## src/rtl/csr_access_ctrl.sv

```systemverilog
// Initiator side of the machine-mode CSR file interface: sequences Zicsr
// read-modify-write, ECALL trap entry and MRET return, one request at a time.
module csr_access_ctrl #(
  parameter int unsigned XLEN   = 32,
  parameter int unsigned ADDR_W = 12
) (
  input  logic              clk,
  input  logic              rst,
  input  logic              req_valid,
  output logic              req_ready,
  input  logic [1:0]        req_sys,
  input  logic [2:0]        req_funct3,
  input  logic [ADDR_W-1:0] req_addr,
  input  logic [XLEN-1:0]   req_rs1_data,
  input  logic [4:0]        req_rs1_idx,
  input  logic [XLEN-1:0]   req_pc,
  output logic [ADDR_W-1:0] csr_addr,
  output logic [XLEN-1:0]   csr_wdata,
  output logic              csr_we,
  output logic              csr_is_ecall,
  output logic [XLEN-1:0]   csr_pc,
  input  logic [XLEN-1:0]   csr_rdata,
  input  logic [XLEN-1:0]   csr_mtvec,
  input  logic [XLEN-1:0]   csr_mepc,
  output logic              rsp_valid,
  input  logic              rsp_ready,
  output logic [XLEN-1:0]   rsp_rd_data,
  output logic              rsp_redirect,
  output logic [XLEN-1:0]   rsp_redirect_pc,
  output logic              rsp_illegal
);

  localparam logic [1:0] SYS_CSR   = 2'b00;
  localparam logic [1:0] SYS_ECALL = 2'b01;
  localparam logic [1:0] SYS_MRET  = 2'b10;
  localparam logic [1:0] SYS_ILL   = 2'b11;

  typedef enum logic [2:0] {
    S_IDLE, S_READ, S_WRITE, S_TRAP, S_VEC, S_RESP
  } state_t;

  state_t state_q, state_d;

  logic [1:0]        sys_q;
  logic [2:0]        funct3_q;
  logic [ADDR_W-1:0] addr_q;
  logic [XLEN-1:0]   rs1_data_q;
  logic [4:0]        rs1_idx_q;
  logic [XLEN-1:0]   pc_q;
  logic [XLEN-1:0]   old_q;
  logic [XLEN-1:0]   redirect_pc_q;
  logic              illegal_q;

  logic              accept;
  logic              req_illegal;
  logic [XLEN-1:0]   src;
  logic [XLEN-1:0]   new_val;
  logic              write_en;

  assign accept      = req_valid && (state_q == S_IDLE);
  // funct3 values 000 and 100 are the only undefined Zicsr encodings
  assign req_illegal = (req_sys == SYS_ILL) ||
                       ((req_sys == SYS_CSR) && (req_funct3[1:0] == 2'b00));

  // State register
  always_ff @(posedge clk or posedge rst) begin
    if (rst) state_q <= S_IDLE;
    else     state_q <= state_d;
  end

  // Next-state logic
  always_comb begin
    state_d = state_q;
    case (state_q)
      S_IDLE: begin
        if (accept) begin
          if (req_illegal)                state_d = S_RESP;
          else if (req_sys == SYS_ECALL)  state_d = S_TRAP;
          else if (req_sys == SYS_MRET)   state_d = S_RESP;
          else                            state_d = S_READ;
        end
      end
      S_READ:  state_d = S_WRITE;
      S_WRITE: state_d = S_RESP;
      S_TRAP:  state_d = S_VEC;
      S_VEC:   state_d = S_RESP;
      S_RESP:  if (rsp_ready) state_d = S_IDLE;
      default: state_d = S_IDLE;
    endcase
  end

  // Request fields, old CSR value and redirect target
  always_ff @(posedge clk or posedge rst) begin
    if (rst) begin
      sys_q         <= '0;
      funct3_q      <= '0;
      addr_q        <= '0;
      rs1_data_q    <= '0;
      rs1_idx_q     <= '0;
      pc_q          <= '0;
      old_q         <= '0;
      redirect_pc_q <= '0;
      illegal_q     <= 1'b0;
    end else begin
      if (accept) begin
        sys_q         <= req_sys;
        funct3_q      <= req_funct3;
        addr_q        <= req_addr;
        rs1_data_q    <= req_rs1_data;
        rs1_idx_q     <= req_rs1_idx;
        pc_q          <= req_pc;
        old_q         <= '0;
        illegal_q     <= req_illegal;
        redirect_pc_q <= (req_sys == SYS_MRET) ? csr_mepc : '0;
      end
      if (state_q == S_READ) old_q         <= csr_rdata;
      if (state_q == S_VEC)  redirect_pc_q <= csr_mtvec;
    end
  end

  // Read-modify-write datapath; set/clear with x0/zimm=0 must not write
  always_comb begin
    src = funct3_q[2] ? XLEN'(rs1_idx_q) : rs1_data_q;
    case (funct3_q[1:0])
      2'b01:   new_val = src;
      2'b10:   new_val = old_q | src;
      default: new_val = old_q & ~src;
    endcase
    write_en = (funct3_q[1:0] == 2'b01) || (rs1_idx_q != 5'd0);
  end

  // Output decode
  always_comb begin
    req_ready       = 1'b0;
    csr_addr        = '0;
    csr_wdata       = '0;
    csr_we          = 1'b0;
    csr_is_ecall    = 1'b0;
    csr_pc          = '0;
    rsp_valid       = 1'b0;
    rsp_rd_data     = '0;
    rsp_redirect    = 1'b0;
    rsp_redirect_pc = '0;
    rsp_illegal     = 1'b0;
    case (state_q)
      S_IDLE:  req_ready = 1'b1;
      S_READ:  csr_addr  = addr_q;
      S_WRITE: begin
        csr_addr  = addr_q;
        csr_we    = write_en;
        csr_wdata = write_en ? new_val : '0;
      end
      S_TRAP: begin
        csr_is_ecall = 1'b1;
        csr_pc       = pc_q;
      end
      S_RESP: begin
        rsp_valid       = 1'b1;
        rsp_rd_data     = old_q;
        rsp_redirect    = !illegal_q && ((sys_q == SYS_ECALL) || (sys_q == SYS_MRET));
        rsp_redirect_pc = redirect_pc_q;
        rsp_illegal     = illegal_q;
      end
      default: ;
    endcase
  end

endmodule

```

## config.mk

```make
export PLATFORM = sky130hd
export DESIGN_NAME = csr_access_ctrl
export DESIGN_NICKNAME = d
export VERILOG_FILES = /design/src/rtl/csr_access_ctrl.sv
export SDC_FILE = /design/constraint.sdc
export NUM_CORES = 1
export LEC_CHECK = 0
export ABC_AREA = 1
export BUFFER_PORTS_ARGS = -buffer_cell sky130_fd_sc_hd__buf_2
export CORE_MARGIN = 5
export CORE_UTILIZATION = 30
export CTS_CLUSTER_SIZE = 20
export DETAILED_ROUTE_END_ITERATION = 12
export SLEW_MARGIN = 20
export SYNTH_ARGS = -nofsm -noshare
export SYNTH_HDL_FRONTEND = slang
export SYNTH_SLANG_ARGS = --single-unit
```

## constraint.sdc

```tcl
create_clock -name clk -period 7.3 [get_ports clk]
set_input_delay 1.095 -clock clk [delete_from_list [all_inputs] [get_ports clk]]
set_output_delay 1.095 -clock clk [all_outputs]
set_load 0.02 [all_outputs]
```

-- Word-level counts from Yosys, hierarchy flattened
Index checks and enable logic that the tools add are counted.
- bits of input ports: 186
- bits in registers: 154
- output and inout bits: 146
- word-level logic and storage cells: 68
- reductions and logical operators: 16
- bitwise operators: 3
- equality and inequality tests: 14
- muxes and demuxes: 25
- operator list (operator ; count):
    $mux 32 ; 11
    $pmux 32 s2 ; 1
    $and 32x32->32 ; 1
    $not 32->32 ; 1
    $or 32x32->32 ; 1
    $mux 3 ; 5
    $pmux 3 s5 ; 1
    $mux 12 ; 1
    $eq 2x2->1 const B ; 4
    $eq 2x1->1 const B ; 3
    $eq 3x2->1 const B ; 2
    $eq 3x3->1 const B ; 2
    $mux 1 ; 6
    $reduce_bool 5->1 ; 1
    $logic_not 2->1 ; 2
    $ne 2x2->1 const B ; 2
    $reduce_bool 2->1 ; 2
    $reduce_or 2->1 ; 2
    $eq 3x1->1 const B ; 1
    $logic_and 1x1->1 ; 3
    $logic_not 3->1 ; 1
    $logic_or 1x1->1 ; 3
    $reduce_and 2->1 ; 1
    $logic_not 1->1 ; 1

-- Longest topological paths before layout
- depth after elaboration: 6
- mapped depth: 9
- depth with buffers taken out: 8

-- Worst setup path before layout
Ideal clock, no wire load.
- kind: register -> output
- start point: register funct3_q[0]
- end point: output port csr_wdata[11]
- path slack: 4522 ps
- data arrival time: 1683 ps
- cell stages (with the launch flop): 9
- required time: 6205 ps
- path buffers: 3
- cells stage by stage: dfrtp_1 -> inv_1 -> ha_1 -> clkbuf_1 -> or2_2 -> clkbuf_1 -> clkbuf_1 -> a21oi_1 -> nor2_1
- cells in the longest elaborated chain, start to end: 4
- elaborated cells on any way between the ends: 6
- those cells by class: eq/ne: 2; mux: 3; reduce/logical: 1
- ends and longest elaborated chain (element ; line ; text):
    start: declaration ; 45 ; logic [2:0] funct3_q;
    start signal: assignment ; 107 ; funct3_q <= req_funct3;
    $eq 2x2->1 / $eq 2x1->1 (equally long branches) ; 124, 129 ;
    $pmux 32 s2 / $logic_or 1x1->1 (equally long branches) ; 124, 129 ;
    $mux 32 * ; 151 ; csr_wdata = write_en ? new_val : '0;
    $mux 32 * ; 145 ; case (state_q)
    end: declaration ; 18 ; output logic [XLEN-1:0] csr_wdata,
Every way passes the cells marked *; elsewhere a longest branch is shown, timed or not.

-- Final worst setup path
- start point: register funct3_q[0]
- end point: output port csr_wdata[0]
The elaborated chain is that of the path after synthesis.

==> flow_metrics.py <==
metrics = {
    "placed_design": {
        "finalWeightedCongestion": 0.811,
        "dp_wirelength_mm": 20.2,
        "io_buffer_count": 331,
        "pre_cts_slack_ns": 3.55,
        "postPlaceCellArea_um2": 10300,
        "place_inst": 1879,
    },
    "grt": {
        "first_global_vias": 8283,
        "grt_pass1_wl_mm": 44.7,
        "grt_overflow": 0,
        "grt_antenna_before_repair": 7,
        "grt_start_max_net_pins": 96,
        "grtUsageTotal_pct": 17.8,
    },
    "yosys": {
        "synth_fa_ha_area_share_pct": 0.296,
        "synth_top_family_by_area": "simple AND/OR/NAND/NOR gates",
        "yosys-mux-area-fraction_pct": 0,
        "post_synth_num_cell_types": 25,
        "synth_compound_area_share_pct": 12.0,
        "synth_seq_area_share_pct": 45.6,
        "synth-seq-cells": 154,
        "ys_warn_count": 0,
        "post_synth_instance_area_um2": 8450,
        "synth_xor_area_share_pct": 0,
        "synth_nets": 1427,
        "synth_largest_type_area_fraction_pct": 45.6,
        "syn_inst": 1239,
        "synth_top_area_cell": "sky130_fd_sc_hd__dfrtp_1",
        "synth.area.top_cells": "sky130_fd_sc_hd__dfrtp_1 46%, sky130_fd_sc_hd__nand2_1 17%, sky130_fd_sc_hd__inv_1 8.1%",
        "syn_avg_cell_area_um2": 6.82,
        "synth_simple_gate_area_share_pct": 29.2,
    },
    "route": {
        "dr_total_vias": 8609,
        "initialDrtViolationCount": 635,
        "ant_nets": 0,
        "route.detailed.wl_per_inst_um": 15.0,
        "route.detailed.vias_per_inst": 4.50,
        "firstDrtPassIters": 4,
        "drc": 0,
        "wl_mm": 28.8,
    },
    "timing": {
        "clock_skew_ns": 0.0124,
        "max_slew_headroom_at_the_worst_pin_pct": 30.5,
        "timing.final.hold_violations": 0,
        "holdWs_ns": 0.471,
        "setup_viol": 0,
        "tightestPinTransition_ns": 1.04,
        "slew_viol_final": 0,
        "min_period_over_period_pct": 52.6,
        "timing.fmax_mhz": 261,
        "timing.final.ws_setup_ns": 3.46,
        "grt_setup_unrepaired": "false",
        "period_needed_ns": 3.84,
        "timing.setup.tns_ns": 0,
    },
    "finish": {
        "mostFrequentLayoutCell": "sky130_fd_sc_hd__nand2_1",
        "areaGrowthSynthToFinish_pct": 29.8,
        "finish.cell_count_without_fillers": 1911,
        "area_of_combinational_cells_with_multiple_inputs_um2": 3530,
        "layout.cell_area.non_filler_um2": 11000,
        "antenna-diode-count": 0,
        "fillCellCount": 3033,
        "nets": 1708,
        "sequential_cell_area_um2": 3850,
        "final_layout_size_suffix_gt1_share_pct": 25.3,
        "most_frequent_cells_in_the_layout": "381 x sky130_fd_sc_hd__nand2_1, 331 x sky130_fd_sc_hd__buf_2, 180 x sky130_fd_sc_hd__inv_1",
    },
    "clocking": {
        "max-clock-path-buffers": 2,
        "cts_tree": "yes",
        "cts_setup_buffers": 0,
        "ctsRootBufferMaster": "sky130_fd_sc_hd__clkbuf_16",
        "ctsHoldBuffers": 0,
        "tritoncts_num_sinks": 154,
        "ctsHtreeMaxLevel": 4,
        "numCtsBuffers": 17,
        "clk-insertion-delay-late_ns": 0.42,
        "cts.reportedPaths.clkPinSlew_ns": 0.06,
        "post_cts_resized": 0,
    },
    "die": {
        "die_footprint_um2": 31600,
        "floorplan.die.height_um": 178,
        "die_w_um": 178,
        "number_of_ports_placed_on_the_die_boundary": 332,
        "core_region_area_um2": 27800,
        "initial_core_util_pct": 30.4,
        "placement_rows": 61,
    },
    "critical_path": {
        "start_kind": "register",
        "cp.buffers_inverters": 2,
        "crit_required_ns": 6.20,
        "worst_path_largest_cell_delay_ns": 0.70,
        "type_of_the_worst_setup_path": "register to output pin",
        "worst-r2r-setup-slack_ns": 3.71,
        "worst-path-max-fanout": 33,
        "crit_arrival_ns": 2.74,
        "critical_path.reg2reg.startpoint": "state_q[0]",
        "cp_top_family": "simple AND/OR/NAND/NOR gates",
        "critical_path.slowest_cell": "sky130_fd_sc_hd__or2_2",
        "crit-reg2reg-capture": "old_q[2]",
        "critPathCaptureType": "output pin",
        "cell_depth_of_the_worst_flop_to_flop_path": 8,
        "crit_chain": "inv_1, ha_4, or2_2, a21oi_1, nor2_1, buf_2",
    },
    "pwr": {
        "ir_worst_vdd_mv": 0.149,
        "power_density_nw_per_um2": 427,
        "power.static_leakage_uw": 0.00602,
    },
    "flow_run": {
        "cap_violations": 0,
    },
    "min_path": {
        "worst_hold_path_type": "register to register",
        "min-delay-start": "rs1_data_q[1]",
        "holdPathEnd": "rs1_data_q[1]",
        "min_path_cells": 2,
    },
    "run_status": {
        "status": "finished, final reports clean",
    },
}
-- final cells by class --
type                            instances  area share, %
Clock buffer                           17           3.88
Clock inverter                         15           2.31
Inverter                              185           6.38
Multi-Input combinational cell        822           32.2
Sequential cell                       154           35.2
Tap cell                              378           4.31
Timing Repair Buffer                  340           15.8
-- state kept, by name, indices dropped and copies added (netlist names) --
signal and cells:
funct3_q 3, rs1_data_q 32, rs1_idx_q 5, addr_q 12, state_q 3, sys_q 2, redirect_pc_q 32, old_q 32
illegal_q 1, pc_q 32
-- cell usage after synthesis --
cell type,n
sky130_fd_sc_hd__nand2_1,381
sky130_fd_sc_hd__inv_1,182
sky130_fd_sc_hd__dfrtp_1,154
sky130_fd_sc_hd__nor2_1,152
sky130_fd_sc_hd__o21ai_0,128
sky130_fd_sc_hd__nand3_1,78
sky130_fd_sc_hd__clkbuf_1,43
sky130_fd_sc_hd__o21ai_1,38
sky130_fd_sc_hd__a21oi_1,33
sky130_fd_sc_hd__buf_2,20
sky130_fd_sc_hd__buf_6,10
sky130_fd_sc_hd__buf_1,4
sky130_fd_sc_hd__inv_2,3
sky130_fd_sc_hd__ha_1,2
sky130_fd_sc_hd__a211oi_1,1
sky130_fd_sc_hd__and2_1,1
sky130_fd_sc_hd__clkbuf_2,1
sky130_fd_sc_hd__nand2_2,1
sky130_fd_sc_hd__nor2_2,1
sky130_fd_sc_hd__nor2_4,1
sky130_fd_sc_hd__nor2_8,1
sky130_fd_sc_hd__nor3_4,1
sky130_fd_sc_hd__o21a_1,1
sky130_fd_sc_hd__or2_1,1
sky130_fd_sc_hd__or2_2,1
-- power breakdown --
group	internal [µW]	leakage, µW	switching, µW
clock	624	0.000332	406
combinational	663	0.00376	1490
sequential	1240	0.00193	250
total	2530	0.00602	2150
-- worst register-to-register path, cell delays in order, from the launching register on --
cell                      delay (ns)
sky130_fd_sc_hd__dfrtp_1        0.44
sky130_fd_sc_hd__nor2_4         0.69
sky130_fd_sc_hd__nand2_2        0.25
sky130_fd_sc_hd__nor2_8         0.81
sky130_fd_sc_hd__buf_4          0.76
sky130_fd_sc_hd__nor2_2         0.06
sky130_fd_sc_hd__buf_4          0.27
sky130_fd_sc_hd__nand2_1        0.14
sky130_fd_sc_hd__nand2_1        0.05
-- per-layer routing --
layer  GRT usage (%)  vias to the layer above  wire, µm
li1                -                     4330         -
met1            23.6                     3909     12400
met2            28.5                      323     13200
met3            5.45                       33      2620
met4            4.83                       14       475
met5               0                        -       105
-- worst max path at each step --
| stage | from | to | slack [ns] | depth (start not counted) |
|---|---|---|---|---|
| finish | funct3_q[0] | csr_wdata[0] | 3.46 | 6 |
| CTS | funct3_q[0] | csr_wdata[0] | 3.07 | 6 |
| floorplan | rst | addr_q[0] | 2.06 | 1 |
| global placement | funct3_q[0] | csr_wdata[0] | 3.57 | 6 |
| global route | funct3_q[0] | csr_wdata[0] | 3.26 | 6 |
| detailed placement | funct3_q[0] | csr_wdata[0] | 3.55 | 6 |
-- metrics by stage --
| step | utilization (%) | total power, µW |
|---|---|---|
| finish | 39.5 | 4680 |
| CTS | 39.4 | 4730 |
| floorplan | - | 3060 |
| detailed placement | 37.0 | 3680 |
| global placement | 37.0 | 3640 |
| global route | 39.5 | 5100 |
-- logic make-up after synthesis --
| family | Yosys count |
|---|---|
| buffers and inverters | 263 |
| flip-flops | 154 |
| AND/OR/NAND/NOR | 619 |
| AO/OA/AOI/OAI | 201 |
| adder cells (fa/ha/maj) | 2 |
No activity file was read; power rests on OpenSTA's default activity.
